## src/rtl/seconds_counter_pkg.sv

```systemverilog
// Shared widths, limits and the count-step decode used by the seconds counter.
`timescale 1ns/1ps
package seconds_counter_pkg;

  localparam int SEC_W               = 6;
  localparam int SEC_MODULUS_DEFAULT = 60;
  localparam int SEC_MAX             = SEC_MODULUS_DEFAULT - 1;

  typedef enum logic [2:0] {
    ACT_HOLD    = 3'd0,
    ACT_INC     = 3'd1,
    ACT_WRAP    = 3'd2,
    ACT_RECOVER = 3'd3,
    ACT_CLEAR   = 3'd4
  } count_action_e;

endpackage

```

## src/rtl/mod_n_counter.sv

```systemverilog
// Generic modulo-N wrap counter with a combinational wrap strobe.
// The optional synchronous clear exists only under SECONDS_COUNTER_CLEAR_EN.
`timescale 1ns/1ps
module mod_n_counter
  import seconds_counter_pkg::*;
#(
  parameter int WIDTH   = SEC_W,
  parameter int MODULUS = SEC_MODULUS_DEFAULT
) (
  input  logic             clk,
  input  logic             rst_n,
  input  logic             enable,
`ifdef SECONDS_COUNTER_CLEAR_EN
  input  logic             clear,
`endif
  output logic [WIDTH-1:0] count,
  output logic             wrap
);

  localparam logic [WIDTH-1:0] MAX_COUNT = WIDTH'(MODULUS - 1);

  logic [WIDTH-1:0] count_d;
  logic [WIDTH-1:0] count_q;
  count_action_e    action;

  // An out-of-range value (e.g. after an upset) is recovered to 0 with no wrap.
  always_comb begin
    action  = ACT_HOLD;
    count_d = count_q;
`ifdef SECONDS_COUNTER_CLEAR_EN
    if (clear) begin
      action = ACT_CLEAR;
    end else
`endif
    if (enable) begin
      if (count_q == MAX_COUNT) begin
        action = ACT_WRAP;
      end else if (count_q > MAX_COUNT) begin
        action = ACT_RECOVER;
      end else begin
        action = ACT_INC;
      end
    end

    case (action)
      ACT_INC:     count_d = count_q + WIDTH'(1);
      ACT_WRAP:    count_d = '0;
      ACT_RECOVER: count_d = '0;
      ACT_CLEAR:   count_d = '0;
      default:     count_d = count_q;
    endcase
  end

  always_ff @(posedge clk or negedge rst_n) begin
    if (!rst_n) begin
      count_q <= '0;
    end else begin
      count_q <= count_d;
    end
  end

  assign count = count_q;
  assign wrap  = (action == ACT_WRAP);

endmodule

```

## src/rtl/seconds_counter.sv

```systemverilog
// Seconds counter: modulo-MODULUS count with a registered one-cycle minute tick.
// Optional synchronous clear port enabled by defining SECONDS_COUNTER_CLEAR_EN.
`timescale 1ns/1ps
module seconds_counter
  import seconds_counter_pkg::*;
#(
  parameter int MODULUS = SEC_MODULUS_DEFAULT
) (
  input  logic             clk,
  input  logic             rst_n,
  input  logic             enable,
`ifdef SECONDS_COUNTER_CLEAR_EN
  input  logic             clear,
`endif
  output logic [SEC_W-1:0] seconds,
  output logic             tick_minute
);

  logic wrap;
  logic tick_minute_d;
  logic tick_minute_q;

  mod_n_counter #(
    .WIDTH   (SEC_W),
    .MODULUS (MODULUS)
  ) u_counter (
    .clk    (clk),
    .rst_n  (rst_n),
    .enable (enable),
`ifdef SECONDS_COUNTER_CLEAR_EN
    .clear  (clear),
`endif
    .count  (seconds),
    .wrap   (wrap)
  );

  // The tick is registered alongside the count so it lines up with seconds == 0.
  always_comb begin
    tick_minute_d = wrap;
  end

  always_ff @(posedge clk or negedge rst_n) begin
    if (!rst_n) begin
      tick_minute_q <= 1'b0;
    end else begin
      tick_minute_q <= tick_minute_d;
    end
  end

  assign tick_minute = tick_minute_q;

endmodule

```

## config.mk

```make
export PLATFORM = sky130hd
export DESIGN_NAME = seconds_counter
export DESIGN_NICKNAME = d
export VERILOG_FILES = /design/src/rtl/seconds_counter_pkg.sv /design/src/rtl/mod_n_counter.sv /design/src/rtl/seconds_counter.sv
export SDC_FILE = /design/constraint.sdc
export NUM_CORES = 1
export LEC_CHECK = 0
export ABC_AREA = 0
export CAP_MARGIN = 25
export CORE_AREA = 2 2 39 41
export DETAILED_ROUTE_END_ITERATION = 12
export DIE_AREA = 0 0 41 43
export SYNTH_ARGS = -nofsm -noshare
export SYNTH_HDL_FRONTEND = slang
export SYNTH_SLANG_ARGS = --single-unit
export TNS_END_PERCENT = 20
```

## constraint.sdc

```tcl
create_clock -name clk -period 1.11 [get_ports clk]
set_input_delay 0.333 -clock clk [delete_from_list [all_inputs] [get_ports clk]]
set_output_delay 0.333 -clock clk [all_outputs]
set_load 0.05 [all_outputs]
```

==> impl_results.md <==
* Part of the Yosys area used for sequential elements at 0.481
* Site Rows at 14
* Worst relative slew slack at 0.784
* Clock Root Buffer: clkbuf_4
* Count of boundary I/O pins at 10
* Largest stage delay, worst path at 0.40 ns
* R2R cell count at 5
* Final Total Pwr at between 1500 and 2000 uW
* Count of antenna-violating nets left after detailed routing at 0
* Leakage power figure at 0.000268 uW
* Combined buffer and inverter count along the critical path at 1
* Die width at about 41 microns
* Number of antenna violations at the first check in global routing at 0
* Highest fanout seen on the critical path at 4
* GPL Wtd Cong at 0.811
* Result of the run: finished with violations
* Post-synthesis instance area at 364 sq um
* Synth Instances at 38
* Fin. Hold Viols at 0
* Yosys warnings at 0
* Commonest cells after routing, fill and taps aside: buf_12 (7), buf_4 (7), dfrtp_2 (6), nand2_1 (5), nor2_1 (4)
* Clock-pin slew on the worst setup and hold paths at ~0.050 ns
* Clock latency reported for the late side of the worst-skew pair at around 0.25 ns
* DR WL/cell at between 10 and 15 microns
* Detailed-route via count at roughly 360
* Master of the slowest instance on the critical path: dfrtp_2
* Area of the die at 1760 sq um
* Dpl hpwl at 616 microns
* Number of DRC violations after detailed-routing iteration 0 at 6
* Vert. Die Dim at between 40 and 50 microns
* Synth top area share at 0.481
* Failing checks: setup timing
* CTS sink cnt at 7
* Pwr dens at 2800 nW/um^2
* Sort of element at the start of the critical path: flop
* Number of register bits inferred by synthesis at 7
* Post-route worst setup slack at -0.168 ns
* Cells taking the most area after synthesis: dfrtp_1 (48%), nand2_1 (5.2%), o21ai_0 (4.1%)
* Worst-case vdd ir drop at roughly 1.6 mV
* First-pass GRT wire length at 1410 microns
* Measured slew at the worst slew-check pin at 0.323 ns
* Aggregate global routing overflow at 0
* Largest area contributor in the netlist: dfrtp_1
* Antenna diode count at 0
* Type of the worst setup path: flop to flop
* Post-route minimum period at 1.28 ns
* Unrepaired setup endpoints after global routing: true
* Kind of end point of the critical path: flop
* Via density per instance at 5.03
* Syn Area/Cell at roughly 9.6 sq um
* List of cells traversed by the critical path: buf_4, ha_4, o2111a_2, o21ai_1, a22o_1
* Skew final at 0.00198 ns
* Worst endpoint required time at 1.30 ns
* Hold WC Path Type: primary input to async pin
* Post-route clock period utilization at 1.15
* Number of failing setup endpoints in the final timing report at 13
* Gate family responsible for the most delay along the worst path: compound AO/OA/AOI/OAI gates
* Critical register-to-register path endpoint: u_counter.count[3]
* Deepest clock path buffer count at 2
* DRC Markers at 0
* Core footprint at about 1400 sq um
* Post-layout nets at 61
* Pins Over Slew Limit at 0
* Upper clock frequency limit at 0.782 GHz
* Number of buffers added to fix hold violations after cts at 0
* Gr usage total at 0.126
* Max-cap violations at 0
* RR Startpoint: u_counter.count[0]
* WHS at 0.340 ns
* R2R Setup Slk at -0.17 ns
* CTS tree: yes
* Fraction of final layout cells with drive strength greater than 1 at 0.464
* Number of global-route vias before repair at 311
* Total clock buffers created by CTS at 3
* Post-synth net total at 42
* Post-synth cell types at 22
* Placement Setup Slack at -0.371 ns
* Total number of H-tree levels at 1
* Signal arrival time at the worst endpoint at between 1 and 1.5 ns
* Detailed Route WL at between 800 and 900 microns
* Initial cell density of the core at 0.263
* Initial DRT Pass Iterations at 4
* Largest net degree at the start of global routing at 11
* Crit. path cell count at 5
* Total of buffers placed on input and output ports at 9
* Area growth syn-to-layout at 72.9%
layer usage:
metal / global-route usage / vias to the layer above / share of wire
li1: - / 175 / -
met1: 0.164 / 172 / 0.44
met2: 0.169 / 13 / 0.48
met3: 0.0471 / 2 / 0.053
met4: 0.0800 / 0 / 0.021
met5: 0 / - / 0
worst reg2reg max path, cell delays in order (launching register included):
cell and delay [ns]:
dfrtp_2 0.40, buf_4 0.14, ha_4 0.16, o2111a_2 0.26
o21ai_1 0.12, a22o_1 0.14
repair_timing:
| item | 4_1_cts | 5_1_grt |
|---|---|---|
| gates cloned | 0 | 0 |
| setup buffers | 2 | 0 |
| endpoints found under the setup margin | 12 | 13 |
| pin swaps | 2 | 1 |
| resized for setup | 2 | 1 |
Yosys cell counts:
master,number
or3b_1,1
a21oi_1,1
o31ai_1,1
or2b_1,1
nor2_1,4
nand3_1,1
buf_6,1
nand2_1,5
nor3_1,1
ha_1,1
and3_1,1
o21ai_1,1
nand4_1,1
o21ai_0,3
a41oi_1,1
a22o_1,1
a31oi_1,2
buf_2,1
o2bb2ai_1,1
o2111a_2,1
dfrtp_1,7
inv_1,1
worst max path at each step:
stage	start	end	slack, ns
after floorplan	u_counter.count[1]	u_counter.count[3]	-0.18
after global placement	enable	u_counter.count[2]	-0.37
after detailed placement	enable	u_counter.count[2]	-0.37
after CTS	u_counter.count[0]	u_counter.count[3]	-0.17
after global routing	u_counter.count[0]	u_counter.count[3]	-0.20
final	u_counter.count[0]	u_counter.count[3]	-0.17
power breakdown:
| part | switching (uW) | internal (uW) |
|---|---|---|
| logic | 493 | 504 |
| registers | 183 | 353 |
| clock network | 93.9 | 137 |
final cells by class:
cell class	instances	area [sq um]
clock buffers	4	26.3
fillers	134	754
inverters	1	3.75
multi-input cells	28	185
flip-flops and latches	7	183
well taps	16	20.0
repair buffers	16	211
per-stage QoR:
step	instance area (sq um)	TNS [ns]	std cells	util
floorplan	384	-0.706	38	-
CTS	626	-1.38	72	0.452
detailed placement	586	-1.95	66	0.423
finish	629	-1.33	72	0.455
global route	629	-1.84	72	0.455
global placement	586	-1.84	66	0.423
registers in the layout, indices dropped and copies added (netlist names):
signal,flops
tick_minute,1
u_counter.count,6
cell families (layout without fill, tap and decap cells):
group,Yosys count,in the layout,synth area share
compound gates,12,12,0.230
fa+ha+maj,1,1,0.0344
buf+inv,3,21,0.0550
flops,7,7,0.481
simple gates,15,15,0.199
No activity file was read; power rests on OpenSTA's default activity.
==> patch: new RTL, same settings <==
Change the package constant `SEC_W` from 6 to 7.
--- a/src/rtl/seconds_counter_pkg.sv
+++ b/src/rtl/seconds_counter_pkg.sv
@@ -4,3 +4,3 @@
 
-  localparam int SEC_W               = 6;
+  localparam int SEC_W               = 7;
   localparam int SEC_MODULUS_DEFAULT = 60;
Interface: changed (resized seconds); port bits go from 10 to 11. The function was not compared with the original's and may differ.
==> patch against the unedited design <==
The run still ends with negative setup slack left. Critical path depth shrank 1. Clock skew rose by 0.0072 ns. Synthesized area increased by 14%. Critical path type unchanged. Power increased by 39%. Routed wire length is 21% higher. Highest routed layer is now met3. Cell area grew 37%. Critical endpoint unchanged. Sequential cell count increased by 1. Worst setup slack got worse by 0.12 ns.
==> patch: results (changes against the unedited design) <==
stage	metric	value	unit	change
route	wire length per cell	11.9	um	+1.1%
route	DR vias/cell	4.80		-4.5%
timing	setup TNS	-2.70	ns	-1.37 ns
placed_design	placed cell count	80		+21%
outcome	status	finished, violations left		
placed_design	DP HPWL	754	um	+22%
layout	post-layout util	62.4	%	+17 points
layout	# fillers	111		-17%
synthesis	commonest cells in the netlist	dfrtp_1, mux2i_1, nand3_1		
outcome	failing checks	negative setup slack		
layout	Finished Layout Cells	86		+19%
synthesis	Cell variety after synth	22		unchanged
pwr	leakage power	0.383	nW	+43%
global_routing	vias in the first global route	395		+27%
synthesis	Most used DFF post-synth	dfrtp_1		
pwr	Internal	1.47	mW	+47%
timing	worst setup margin	-0.292	ns	-0.123 ns
placed_design	DP Worst Slack	-0.303	ns	+0.0682 ns
placed_design	I/O Buffers	10		+1
synthesis	register area share after synthesis	48.0	%	-0.062 points
worst_setup_path	Worst Path Arrival	1.59	ns	+0.13 ns
cts	clock tree buffer depth	2		unchanged
synthesis	Avg Inst Size Synth	11.0	um^2	+14%
worst_setup_path	Largest stage delay, worst path	0.50	ns	+0.10 ns
pwr	worst ir drop on vdd	1.72	mV	+5.2%
timing	Setup-failing EPs final	14		+1
layout	nets	75		+23%
placed_design	Final GP Congestion	0.808		-0.37%
worst_setup_path	worst setup path end	u_counter.count[3]		
timing	Post-Route Skew	0.00917	ns	+0.00719 ns
worst_setup_path	worst r2r path cells	4		-1
route	DRT iter0 DRCs	2		-4
cts	worst-skew pair later-pin latency	0.26	ns	
layout	layout cells sized above 1	60.0	%	+14 points
global_routing	pin count of the biggest net entering global routing	13		+2
global_routing	GRT Total Usage	15.3	%	+2.6 points
worst_setup_path	Crit Path Max Fanout	3		-1
worst_setup_path	slowest stage cell on the critical path	dfrtp_4		
synthesis	top cells by area, synth	dfrtp_1, mux2i_1, a2111oi_4, nand3_1, ha_1		
layout	Largest register FFs	7		+1
timing	Relative slew margins	77.7	%	-0.70 points
worst_setup_path	Crit. Startpoint	u_counter.count[0]		
global_routing	first-pass GRT wire length	1.70	mm	+21%
-- patch: cell types whose count changed after synthesis, sizes merged, moves of 3 or more --
cell,change
o21ai,-3
mux2i,+3
nand2,-3
nor2,-3
-- patch: area by class of cell --
type                    count  area share (%)
repair buffers             29            42.3
multi-input cells          27            26.8
flip-flops and latches      8            24.6
clock buffers               4            3.04
well taps                  16            2.32
inverters                   2           0.870
-- patch: per-layer routing --
layer  global-route usage, %  wire length [um]  up-vias
li1                        -                 -      208
met1                    18.0               470      199
met2                    21.6               527        6
met3                    3.14                22        0
met4                    14.0                 0        0
met5                       0                 0        -
-- patch: worst min path at each step --
stage | slack (ns) | end | startpoint | depth (start not counted)
finish | 0.35 | u_counter.count[6] | rst_n | 2
global route | 0.37 | u_counter.count[0] | rst_n | 2
CTS | 0.35 | u_counter.count[0] | rst_n | 2
detailed placement | 0.52 | tick_minute | u_counter.count[6] | 1
global placement | 0.52 | tick_minute | u_counter.count[6] | 1
floorplan | 0.04 | tick_minute | rst_n | 0
-- patch: timing repair --
item,CTS,global route
resized for setup,10,2
gates cloned,0,0
setup endpoints to repair,14,15
pin swaps,4,1
setup buffers,2,0
-- patch: kinds of logic after synthesis --
group	Yosys count	share of synthesized area (%)
multiplexers	3	7.21
AND/OR/NAND/NOR	15	21.0
buffers and inverters	3	3.00
adder cells (fa/ha/maj)	1	3.00
flip-flops	8	48.0
AO/OA/AOI/OAI	8	17.7
-- patch: power groups by stage --
| stage | Combinational, mW | Clock [mW] | Sequential, mW |
|---|---|---|---|
| after detailed placement | 1.44 | 0 | 0.554 |
| after floorplan | 0.329 | 0 | 0.885 |
| after global routing | 1.73 | 0.279 | 0.567 |
| after CTS | 1.62 | 0.263 | 0.549 |
| after global placement | 1.41 | 0 | 0.552 |
| final | 1.64 | 0.251 | 0.550 |
